File: config.mk
export PLATFORM = sky130hd
export DESIGN_NAME = subkey_h_powers_reader
export DESIGN_NICKNAME = d
export VERILOG_FILES = /design/src/rtl/subkey_h_powers_reader.sv
export SDC_FILE = /design/constraint.sdc
export NUM_CORES = 1
export LEC_CHECK = 0
export CORE_AREA = 2 2 254 319
export DETAILED_ROUTE_END_ITERATION = 8
export DIE_AREA = 0 0 256 321
export DONT_BUFFER_PORTS = 1
export SLEW_MARGIN = 20
export SYNTH_ARGS = -nofsm -noshare
export SYNTH_HDL_FRONTEND = slang
export SYNTH_SLANG_ARGS = --single-unit
export TNS_END_PERCENT = 5
File: constraint.sdc
create_clock -name i_clock -period 40.5 [get_ports i_clock]
set_clock_uncertainty 0.1 [all_clocks]
set_input_delay 4.05 -clock i_clock [delete_from_list [all_inputs] [get_ports i_clock]]
set_output_delay 4.05 -clock i_clock [all_outputs]
set_load 0.02 [all_outputs]
File: src/rtl/subkey_h_powers_reader.sv
// Subkey H powers reader: snapshots the H^1..H^MAX_POWER bus and serves powers as a stream or as
// indexed reads. Define SUBKEY_READER_ZEROIZE_EN to clear key material on reset and invalidation.
module subkey_h_powers_reader #(
    parameter int unsigned NB_DATA   = 128,
    parameter int unsigned MAX_POWER = 2,
    parameter int unsigned NB_INDEX  = 8
) (
    input  logic                         i_clock,
    input  logic                         i_reset,
    input  logic [MAX_POWER*NB_DATA-1:0] i_h_power_bus,
    input  logic                         i_powers_ready,
    input  logic                         i_valid,
    input  logic                         i_start,
    input  logic                         i_req,
    input  logic [NB_INDEX-1:0]          i_req_index,
    input  logic                         i_ready,
    output logic [NB_DATA-1:0]           o_power,
    output logic [NB_INDEX-1:0]          o_power_index,
    output logic                         o_power_valid,
    output logic                         o_loaded,
    output logic                         o_busy,
    output logic                         o_done,
    output logic                         o_req_error,
    output logic                         o_abort
);

`ifdef SUBKEY_READER_ZEROIZE_EN
    localparam bit Zeroize = 1'b1;
`else
    localparam bit Zeroize = 1'b0;
`endif

    if (NB_DATA != 128 || MAX_POWER < 1 || (NB_INDEX < 31 && (2 ** NB_INDEX) <= MAX_POWER))
    begin : g_bad_config
        $error("subkey_h_powers_reader: unsupported parameter combination");
    end

    typedef enum logic [1:0] {StEmpty, StLoaded, StStream, StSingle} state_e;

    state_e                         state_q, state_d;
    logic                           ready_q;
    logic [MAX_POWER*NB_DATA-1:0]   snap_q, snap_d, src;
    logic [NB_DATA-1:0]             power_q, power_d;
    logic [NB_INDEX-1:0]            index_q, index_d;
    logic                           valid_q, valid_d, loaded_q, loaded_d;
    logic                           done_q, done_d, err_q, err_d, abort_q, abort_d;
    logic                           rise, fall, take, req_ok;

    function automatic logic [NB_DATA-1:0] pick(input logic [MAX_POWER*NB_DATA-1:0] bus,
                                                input logic [NB_INDEX-1:0]          k);
        pick = '0;
        for (int unsigned j = 1; j <= MAX_POWER; j++) begin
            if (k == NB_INDEX'(j)) pick = bus[j*NB_DATA-1 -: NB_DATA];
        end
    endfunction

    assign rise   = i_powers_ready & ~ready_q;
    assign fall   = ~i_powers_ready & ready_q;
    // i_valid qualification is applied at the registers, so it is left out here.
    assign take   = valid_q & i_ready;
    assign req_ok = (i_req_index != '0) && (i_req_index <= NB_INDEX'(MAX_POWER));

    always_comb begin
        state_d  = state_q;
        snap_d   = snap_q;
        power_d  = power_q;
        index_d  = index_q;
        valid_d  = valid_q;
        loaded_d = loaded_q;
        done_d   = 1'b0;
        err_d    = 1'b0;
        abort_d  = 1'b0;
        src      = snap_q;
        unique case (state_q)
            StEmpty: begin
                if (rise) begin
                    snap_d   = i_h_power_bus;
                    loaded_d = 1'b1;
                    state_d  = StLoaded;
                end
                if (i_start || i_req) err_d = 1'b1;
            end
            StLoaded: begin
                if (fall) begin
                    loaded_d = 1'b0;
                    state_d  = StEmpty;
                    err_d    = i_start | i_req;
                    if (Zeroize) begin
                        snap_d  = '0;
                        power_d = '0;
                    end
                end else begin
                    // A request coinciding with a re-capture is served from the fresh bus.
                    if (rise) begin
                        snap_d = i_h_power_bus;
                        src    = i_h_power_bus;
                    end
                    if (i_start) begin
                        index_d = NB_INDEX'(1);
                        power_d = pick(src, NB_INDEX'(1));
                        valid_d = 1'b1;
                        state_d = StStream;
                    end else if (i_req) begin
                        if (req_ok) begin
                            index_d = i_req_index;
                            power_d = pick(src, i_req_index);
                            valid_d = 1'b1;
                            state_d = StSingle;
                        end else begin
                            err_d = 1'b1;
                        end
                    end
                end
            end
            StStream, StSingle: begin
                if (fall || rise) begin
                    valid_d  = 1'b0;
                    abort_d  = 1'b1;
                    loaded_d = 1'b0;
                    state_d  = StEmpty;
                    if (Zeroize) begin
                        snap_d  = '0;
                        power_d = '0;
                    end
                end else if (take) begin
                    if (state_q == StSingle || index_q == NB_INDEX'(MAX_POWER)) begin
                        valid_d = 1'b0;
                        done_d  = (state_q == StStream);
                        state_d = StLoaded;
                    end else begin
                        index_d = index_q + NB_INDEX'(1);
                        power_d = pick(snap_q, index_q + NB_INDEX'(1));
                    end
                end
            end
        endcase
    end

    always_ff @(posedge i_clock) begin
        if (i_reset) begin
            state_q  <= StEmpty;
            ready_q  <= 1'b0;
            power_q  <= '0;
            index_q  <= '0;
            valid_q  <= 1'b0;
            loaded_q <= 1'b0;
            done_q   <= 1'b0;
            err_q    <= 1'b0;
            abort_q  <= 1'b0;
        end else if (i_valid) begin
            state_q  <= state_d;
            ready_q  <= i_powers_ready;
            power_q  <= power_d;
            index_q  <= index_d;
            valid_q  <= valid_d;
            loaded_q <= loaded_d;
            done_q   <= done_d;
            err_q    <= err_d;
            abort_q  <= abort_d;
        end
    end

    // The snapshot is only wiped by reset when zeroization is enabled.
    always_ff @(posedge i_clock) begin
        if (i_reset) begin
            if (Zeroize) snap_q <= '0;
        end else if (i_valid) begin
            snap_q <= snap_d;
        end
    end

    assign o_power       = power_q;
    assign o_power_index = index_q;
    assign o_power_valid = valid_q;
    assign o_loaded      = loaded_q;
    assign o_busy        = (state_q == StStream) || (state_q == StSingle);
    assign o_done        = done_q;
    assign o_req_error   = err_q;
    assign o_abort       = abort_q;

endmodule

* Word-level counts from Yosys, hierarchy flattened
Index checks and enable logic that the tools add are counted.
** Word-level totals
- Bits in registers :: 400
- Latch bits :: 0
- Bits in writable memories :: 0
- Bits in read-only memories :: 0
- Input port bits :: 271
- Output and inout port bits :: 142
- Memories kept :: 0
** Operators by class
- $add $sub $neg :: 1
- $mul :: 0
- Div/mod/pow operators :: 0
- $lt $le $gt $ge :: 1
- Eq/ne operators :: 21
- Shift-type cells :: 0
- Multiplexer cells :: 56
- Bitwise gates (word level) :: 7
- Reduce and logical (&&, ||, !) cells :: 15
** Operator list (number)
- 128-bit two-way mux :: 11
- 256-bit two-way mux :: 2
- 256-bit one-hot mux with 2 select lines :: 1
- 128-bit one-hot mux with 2 select lines :: 1
- 8-bit two-way mux :: 7
- 8-bit by 2-bit equality test with 1-bit output, second input constant :: 3
- 1-bit two-way mux :: 21
- 8-bit by 1-bit equality test with 1-bit output, second input constant :: 2
- 2-bit two-way mux :: 8
- 8-bit one-hot mux with 2 select lines :: 1
- 2-bit != test, second input constant :: 7
- 3-bit != test, second input constant :: 4
- 8-bit by 1-bit adder with 8-bit output, second input constant :: 1
- 8-bit by 2-bit less-or-equal comparator with 1-bit output, second input constant :: 1
- 4-bit != test, second input constant :: 2
- 4-bit AND reduction :: 2
- 8-bit AND reduction :: 1
- 8-bit nonzero test :: 1
- 7-bit AND reduction :: 1
- 2-bit one-hot mux with 3 select lines :: 1
- 6-bit AND reduction :: 1
- 2-bit equality test, second input constant :: 2
- 1-bit logical OR :: 4
- 1-bit one-hot mux with 2 select lines :: 2
- 9 further kinds :: 14

* Longest topological paths before layout
- Depth in word-level cells :: 10
- Depth in mapped cells :: 10
- Gate-level depth less buffers :: 7

* Least setup slack after synthesis
Ideal clock, no wire load.
- Path type :: input to register
- From :: in i_reset
- To :: reg snap_q[0] (enable)
- Library setup time :: 1252 ps
- Data arrival time :: 23034 ps
- Setup slack :: 16114 ps
- Stages on the path :: 3
- Cell sequence :: clkbuf_1 -> clkbuf_1 -> a211oi_1
** On the way
- Longest elaborated chain between the ends :: 2
** Ends and longest elaborated chain
- start: declaration :: line 9 : input logic i_reset,
- 1-bit inverter (no source line)
- 4-bit AND reduction (no source line)
- end signal: assignment :: line 168 : snap_q <= snap_d;
- end: declaration :: line 42 : logic [MAX_POWER*NB_DATA-1:0] snap_q, snap_d, src;
Every way passes these cells.
A chain may end at the register's enable or synchronous reset.

* Worst setup path after layout
- From :: in i_powers_ready
- To :: reg power_q[10] (netlist: o_power[10])
** On the way
- Longest elaborated chain between the ends :: 9
- Elaborated cells on any way between the ends :: 15
- Those cells by class :: eq/ne: 2; mux: 8; bitwise: 3; reduce/logical: 2
** Ends and longest elaborated chain
- start: declaration :: line 11 : input logic i_powers_ready,
- 1-bit bitwise AND :: line 57 : assign rise = i_powers_ready & ~ready_q;
- 256-bit two-way mux
- 128-bit two-way mux (2 in a row) :: line 53 : if (k == NB_INDEX'(j)) pick = bus[j*NB_DATA-1 -: NB_DATA];
- 128-bit two-way mux :: line 104 : if (req_ok) begin
- 128-bit two-way mux :: line 103 : end else if (i_req) begin
- 128-bit two-way mux :: line 98 : if (i_start) begin
- 128-bit two-way mux :: line 84 : if (fall) begin
- 128-bit one-hot mux with 2 select lines :: line 74 : unique case (state_q)
- end signal: assignment :: line 153 : power_q <= power_d;
- end: declaration :: line 43 : logic [NB_DATA-1:0] power_q, power_d;
Several ways; a longest one is shown, not always the timed one. The select of a mux whose other input is x is not followed.

==> report_table.html <==
<table>
<tr><th>Metric</th><th>Value</th></tr>
<tr><th colspan="2">Run status</th></tr>
<tr><td>Run status</td><td>finished clean</td></tr>
<tr><th colspan="2">Die</th></tr>
<tr><td>Num rows</td><td>116</td></tr>
<tr><td>DIE WIDTH</td><td>256 µm</td></tr>
<tr><td>Placeable Area</td><td>0.0794 mm²</td></tr>
<tr><td>Number of ports placed on the die boundary</td><td>413</td></tr>
<tr><td>DIE HEIGHT</td><td>321 µm</td></tr>
<tr><td>Starting density of the core</td><td>24.8%</td></tr>
<tr><td>Die area</td><td>0.0822 mm²</td></tr>
<tr><th colspan="2">Placement</th></tr>
<tr><td>Buffers added on ports</td><td>0</td></tr>
<tr><td>Placed instance area</td><td>0.0205 mm²</td></tr>
<tr><td>Detailed placer's ending HPWL</td><td>38500 µm</td></tr>
<tr><td>Worst slack at placement</td><td>32890 ps</td></tr>
<tr><td>Final estimated routing congestion in global placement</td><td>0.787</td></tr>
<tr><th colspan="2">CTS</th></tr>
<tr><td>Skew-Pair Late Insertion Delay</td><td>between 500 and 600 ps</td></tr>
<tr><td>Clock-pin transition on the worst setup and hold timing paths</td><td>~60 ps</td></tr>
<tr><td>Cts bufs inserted</td><td>45</td></tr>
<tr><td>Sinks on the clock net</td><td>400</td></tr>
<tr><td>Post-CTS setup buffers</td><td>0</td></tr>
<tr><td>Cts-stage hold buffer count</td><td>0</td></tr>
<tr><td>Level count of the clock H-tree</td><td>2</td></tr>
<tr><td>Clock tree from TritonCTS</td><td>done</td></tr>
<tr><td>Maximum root-to-sink buffer count</td><td>3</td></tr>
<tr><td>Resized cells post-CTS</td><td>0</td></tr>
<tr><td>Clock tree root buffer cell</td><td>sky130_fd_sc_hd__clkbuf_16</td></tr>
<tr><th colspan="2">Synth</th></tr>
<tr><td>Fraction of registers with async set/reset</td><td>0%</td></tr>
<tr><td>Cell area after synthesis</td><td>0.0197 mm²</td></tr>
<tr><td>Biggest area consumer among synthesized cells</td><td>sky130_fd_sc_hd__edfxtp_1</td></tr>
<tr><td>Share of synthesized area occupied by flip-flops and latches</td><td>53.7%</td></tr>
<tr><td>Synth area leaders</td><td>sky130_fd_sc_hd__edfxtp_1 39%, sky130_fd_sc_hd__dfxtp_1 15%, sky130_fd_sc_hd__mux2_2 15%, sky130_fd_sc_hd__nand2_1 6.1%, sky130_fd_sc_hd__a222oi_1 3.7%</td></tr>
<tr><td>Flip-flop cell with the highest count after synthesis</td><td>sky130_fd_sc_hd__edfxtp_1</td></tr>
<tr><td>Mean instance size in the synthesized netlist</td><td>~11 µm²</td></tr>
<tr><td>Ys Warns</td><td>0</td></tr>
<tr><td>Cells after Synth</td><td>1794</td></tr>
<tr><td>Number of flops mapped to enable cells by yosys</td><td>256</td></tr>
<tr><td>Post-synthesis net count</td><td>between 2000 and 2500</td></tr>
<tr><td>Count of unique library cells instantiated by Yosys</td><td>49</td></tr>
<tr><td>Yosys reg bits</td><td>400</td></tr>
<tr><td>Post-synth top area share</td><td>between 30% and 40%</td></tr>
<tr><th colspan="2">Setup path</th></tr>
<tr><td>Reg-to-reg endpoint</td><td>o_power[10]</td></tr>
<tr><td>Critical Path Fanout Max</td><td>78</td></tr>
<tr><td>Crit Reg-Reg Startpoint</td><td>ready_q</td></tr>
<tr><td>Slack of the worst reg-to-reg path</td><td>36460 ps</td></tr>
<tr><td>Endpoint type of the worst setup path</td><td>register</td></tr>
<tr><td>Setup Crit Path Kind</td><td>in -&gt; reg</td></tr>
<tr><td>CP Data Required Time</td><td>40820 ps</td></tr>
<tr><td>Kind of start point of the critical path</td><td>input pin</td></tr>
<tr><td>Arrival time of data at the critical path endpoint</td><td>7400 ps</td></tr>
<tr><td>Number of cells on the worst reg-to-reg path</td><td>7</td></tr>
<tr><th colspan="2">Timing</th></tr>
<tr><td>Final Cycle Share</td><td>17.5%</td></tr>
<tr><td>Smallest setup slack after layout</td><td>33420 ps</td></tr>
<tr><td>Unrepaired setup endpoints after global routing</td><td>false</td></tr>
<tr><td>Slew at the pin closest to its max-slew limit</td><td>1130 ps</td></tr>
<tr><td>Relative slew slack</td><td>between 20 and 25%</td></tr>
<tr><td>Final total negative setup slack</td><td>0 ps</td></tr>
<tr><td>Fmax</td><td>141 MHz</td></tr>
<tr><td>Final Hold Viols</td><td>0</td></tr>
<tr><td>Final worst path period need</td><td>~7000 ps</td></tr>
<tr><td>Final setup viols</td><td>0</td></tr>
<tr><td>Pins over their slew limit</td><td>0</td></tr>
<tr><th colspan="2">Power and ir drop</th></tr>
<tr><td>Post-layout power</td><td>0.00103 W</td></tr>
<tr><td>Leak Pwr</td><td>6.92 nW</td></tr>
<tr><td>Power density cells</td><td>46.6 mW/mm²</td></tr>
<tr><td>Maximum vdd ir drop</td><td>0.0000334 V</td></tr>
<tr><th colspan="2">Hold path</th></tr>
<tr><td>Path type of the worst min-delay path</td><td>reg -&gt; reg</td></tr>
<tr><td>Hold-critical path endpoint</td><td>ready_q</td></tr>
<tr><td>Hold Crit Start</td><td>ready_q</td></tr>
<tr><td>Number of cells on the worst hold path</td><td>2</td></tr>
<tr><th colspan="2">Layout</th></tr>
<tr><td>Highest-count cells in the layout ignoring fill and taps</td><td>319 x sky130_fd_sc_hd__nand2_1, 256 x sky130_fd_sc_hd__mux2_2, 256 x sky130_fd_sc_hd__edfxtp_1, 144 x sky130_fd_sc_hd__dfxtp_1, 140 x sky130_fd_sc_hd__a21oi_1</td></tr>
<tr><td>Leading cell type in the layout, fill and taps excluded</td><td>sky130_fd_sc_hd__nand2_1</td></tr>
<tr><td>Final design instance area without fill</td><td>0.0221 mm²</td></tr>
<tr><td>Fraction of the core area covered by cells at the end of the flow</td><td>between 20% and 30%</td></tr>
<tr><td>Area Growth Syn to Fin</td><td>12.4%</td></tr>
<tr><td>Share of layout cells above drive strength 1</td><td>roughly a fifth</td></tr>
<tr><td>Final net count</td><td>between 1500 and 2000</td></tr>
<tr><th colspan="2">Route</th></tr>
<tr><td>WL per Instance</td><td>23.1 µm</td></tr>
<tr><td>First DRT Iteration DRCs</td><td>1749</td></tr>
<tr><td>Detailed-route DRC error count</td><td>0</td></tr>
<tr><td>Via density per instance</td><td>between 5 and 6</td></tr>
<tr><td>Total vias in the final route</td><td>between 15000 and 20000</td></tr>
<tr><td>Iteration count of the initial detailed-routing pass</td><td>6</td></tr>
<tr><td>Overall routed net length</td><td>64800 µm</td></tr>
<tr><td>Final ANT Viol Nets</td><td>0</td></tr>
<tr><th colspan="2">Flow run</th></tr>
<tr><td>Total of max-cap violations</td><td>0</td></tr>
<tr><th colspan="2">GRT</th></tr>
<tr><td>Largest net degree at the start of global routing</td><td>~150</td></tr>
<tr><td>First-pass GRT wire length</td><td>95800 µm</td></tr>
<tr><td>Leftover overflow at the end of global routing</td><td>0</td></tr>
<tr><td>Global-route total usage across every layer</td><td>between 10% and 20%</td></tr>
<tr><td>Via count of the first global-routing pass</td><td>15089</td></tr>
<tr><td>Initial antenna violation count</td><td>39</td></tr>
</table>
==> registers in the layout (all words and copies together), names as in the netlist <==
register / count
o_abort: 1
o_done: 1
o_loaded: 1
o_power: 128
o_power_index: 8
o_power_valid: 1
o_req_error: 1
ready_q: 1
snap_q: 256
state_q: 2
==> critical path: stages <==
cell	delay [ps]
sky130_fd_sc_hd__ha_4	490
sky130_fd_sc_hd__buf_4	830
sky130_fd_sc_hd__buf_4	950
sky130_fd_sc_hd__mux2_2	440
sky130_fd_sc_hd__a222oi_1	340
sky130_fd_sc_hd__a211oi_1	120
==> cells in the mapped netlist, types with 5 or more instances <==
cell type                  count
sky130_fd_sc_hd__a211oi_1     75
sky130_fd_sc_hd__a21oi_1     140
sky130_fd_sc_hd__a222oi_1     72
sky130_fd_sc_hd__a22oi_1      57
sky130_fd_sc_hd__a311oi_1     57
sky130_fd_sc_hd__a31oi_1       5
sky130_fd_sc_hd__buf_1         6
sky130_fd_sc_hd__buf_2        26
sky130_fd_sc_hd__buf_4        12
sky130_fd_sc_hd__clkbuf_1    141
sky130_fd_sc_hd__dfxtp_1     144
sky130_fd_sc_hd__edfxtp_1    256
sky130_fd_sc_hd__ha_1          6
sky130_fd_sc_hd__inv_1         9
sky130_fd_sc_hd__mux2_2      256
sky130_fd_sc_hd__nand2_1     320
sky130_fd_sc_hd__nand2b_1      7
sky130_fd_sc_hd__nand3_1       6
sky130_fd_sc_hd__nor2_1       12
sky130_fd_sc_hd__nor3_1        7
sky130_fd_sc_hd__o21ai_0     135
==> cell families (layout without fill, tap and decap cells) <==
family	count (synthesis)	after routing	synth area share, %
XOR/XNOR	3	3	0.134
AO/OA/AOI/OAI	557	557	19.1
buffers and inverters	195	116	4.12
flip-flops	400	400	53.7
AND/OR/NAND/NOR	375	375	7.74
other	0	24	0
multiplexers	258	258	14.8
adder cells (fa/ha/maj)	6	6	0.382
==> report_power, final <==
part,leakage [nW],total [W],internal [W],switching (W)
Clock,0.756,0.000432,0.000258,0.000174
Sequential,3.57,0.000487,0.000462,0.0000252
Combinational,2.59,0.000110,0.0000438,0.0000664
==> metrics by stage <==
stage          instances  hold slack, ps
2_1_floorplan       1794             387
3_3_place_gp        2693             414
3_5_place_dp        2693             429
4_1_cts             2776             441
5_1_grt             2797             465
6_report            2801             444
==> area by class of cell <==
cell class,count,area (µm²)
Sequential cell,400,10600
Antenna cell,24,60.1
Fill cell,8218,57300
Timing Repair Buffer,23,193
Multi-Input combinational cell,1199,8380
Clock inverter,23,273
Tap cell,1062,1330
Inverter,10,37.5
Clock buffer,60,1260
==> metal layers <==
layer / GRT usage (%) / share of wire, % / vias to the layer above
met4: 5.74 / 2.8 / 26
met2: 24.4 / 48 / 822
met3: 5.31 / 10 / 125
li1: - / - / 6682
met5: 0 / 0.28 / -
met1: 17.7 / 38 / 7547
==> worst max path at each step <==
stage | endpoint | startpoint | slack [ps]
global route | o_power[3] | i_powers_ready | 33280
floorplan | snap_q[0] | i_reset | 16110
global placement | o_power[2] | i_powers_ready | 32950
detailed placement | o_power[10] | i_powers_ready | 32890
CTS | o_power[10] | i_powers_ready | 33520
finish | o_power[10] | i_powers_ready | 33420
No activity file was read; power rests on OpenSTA's default activity.
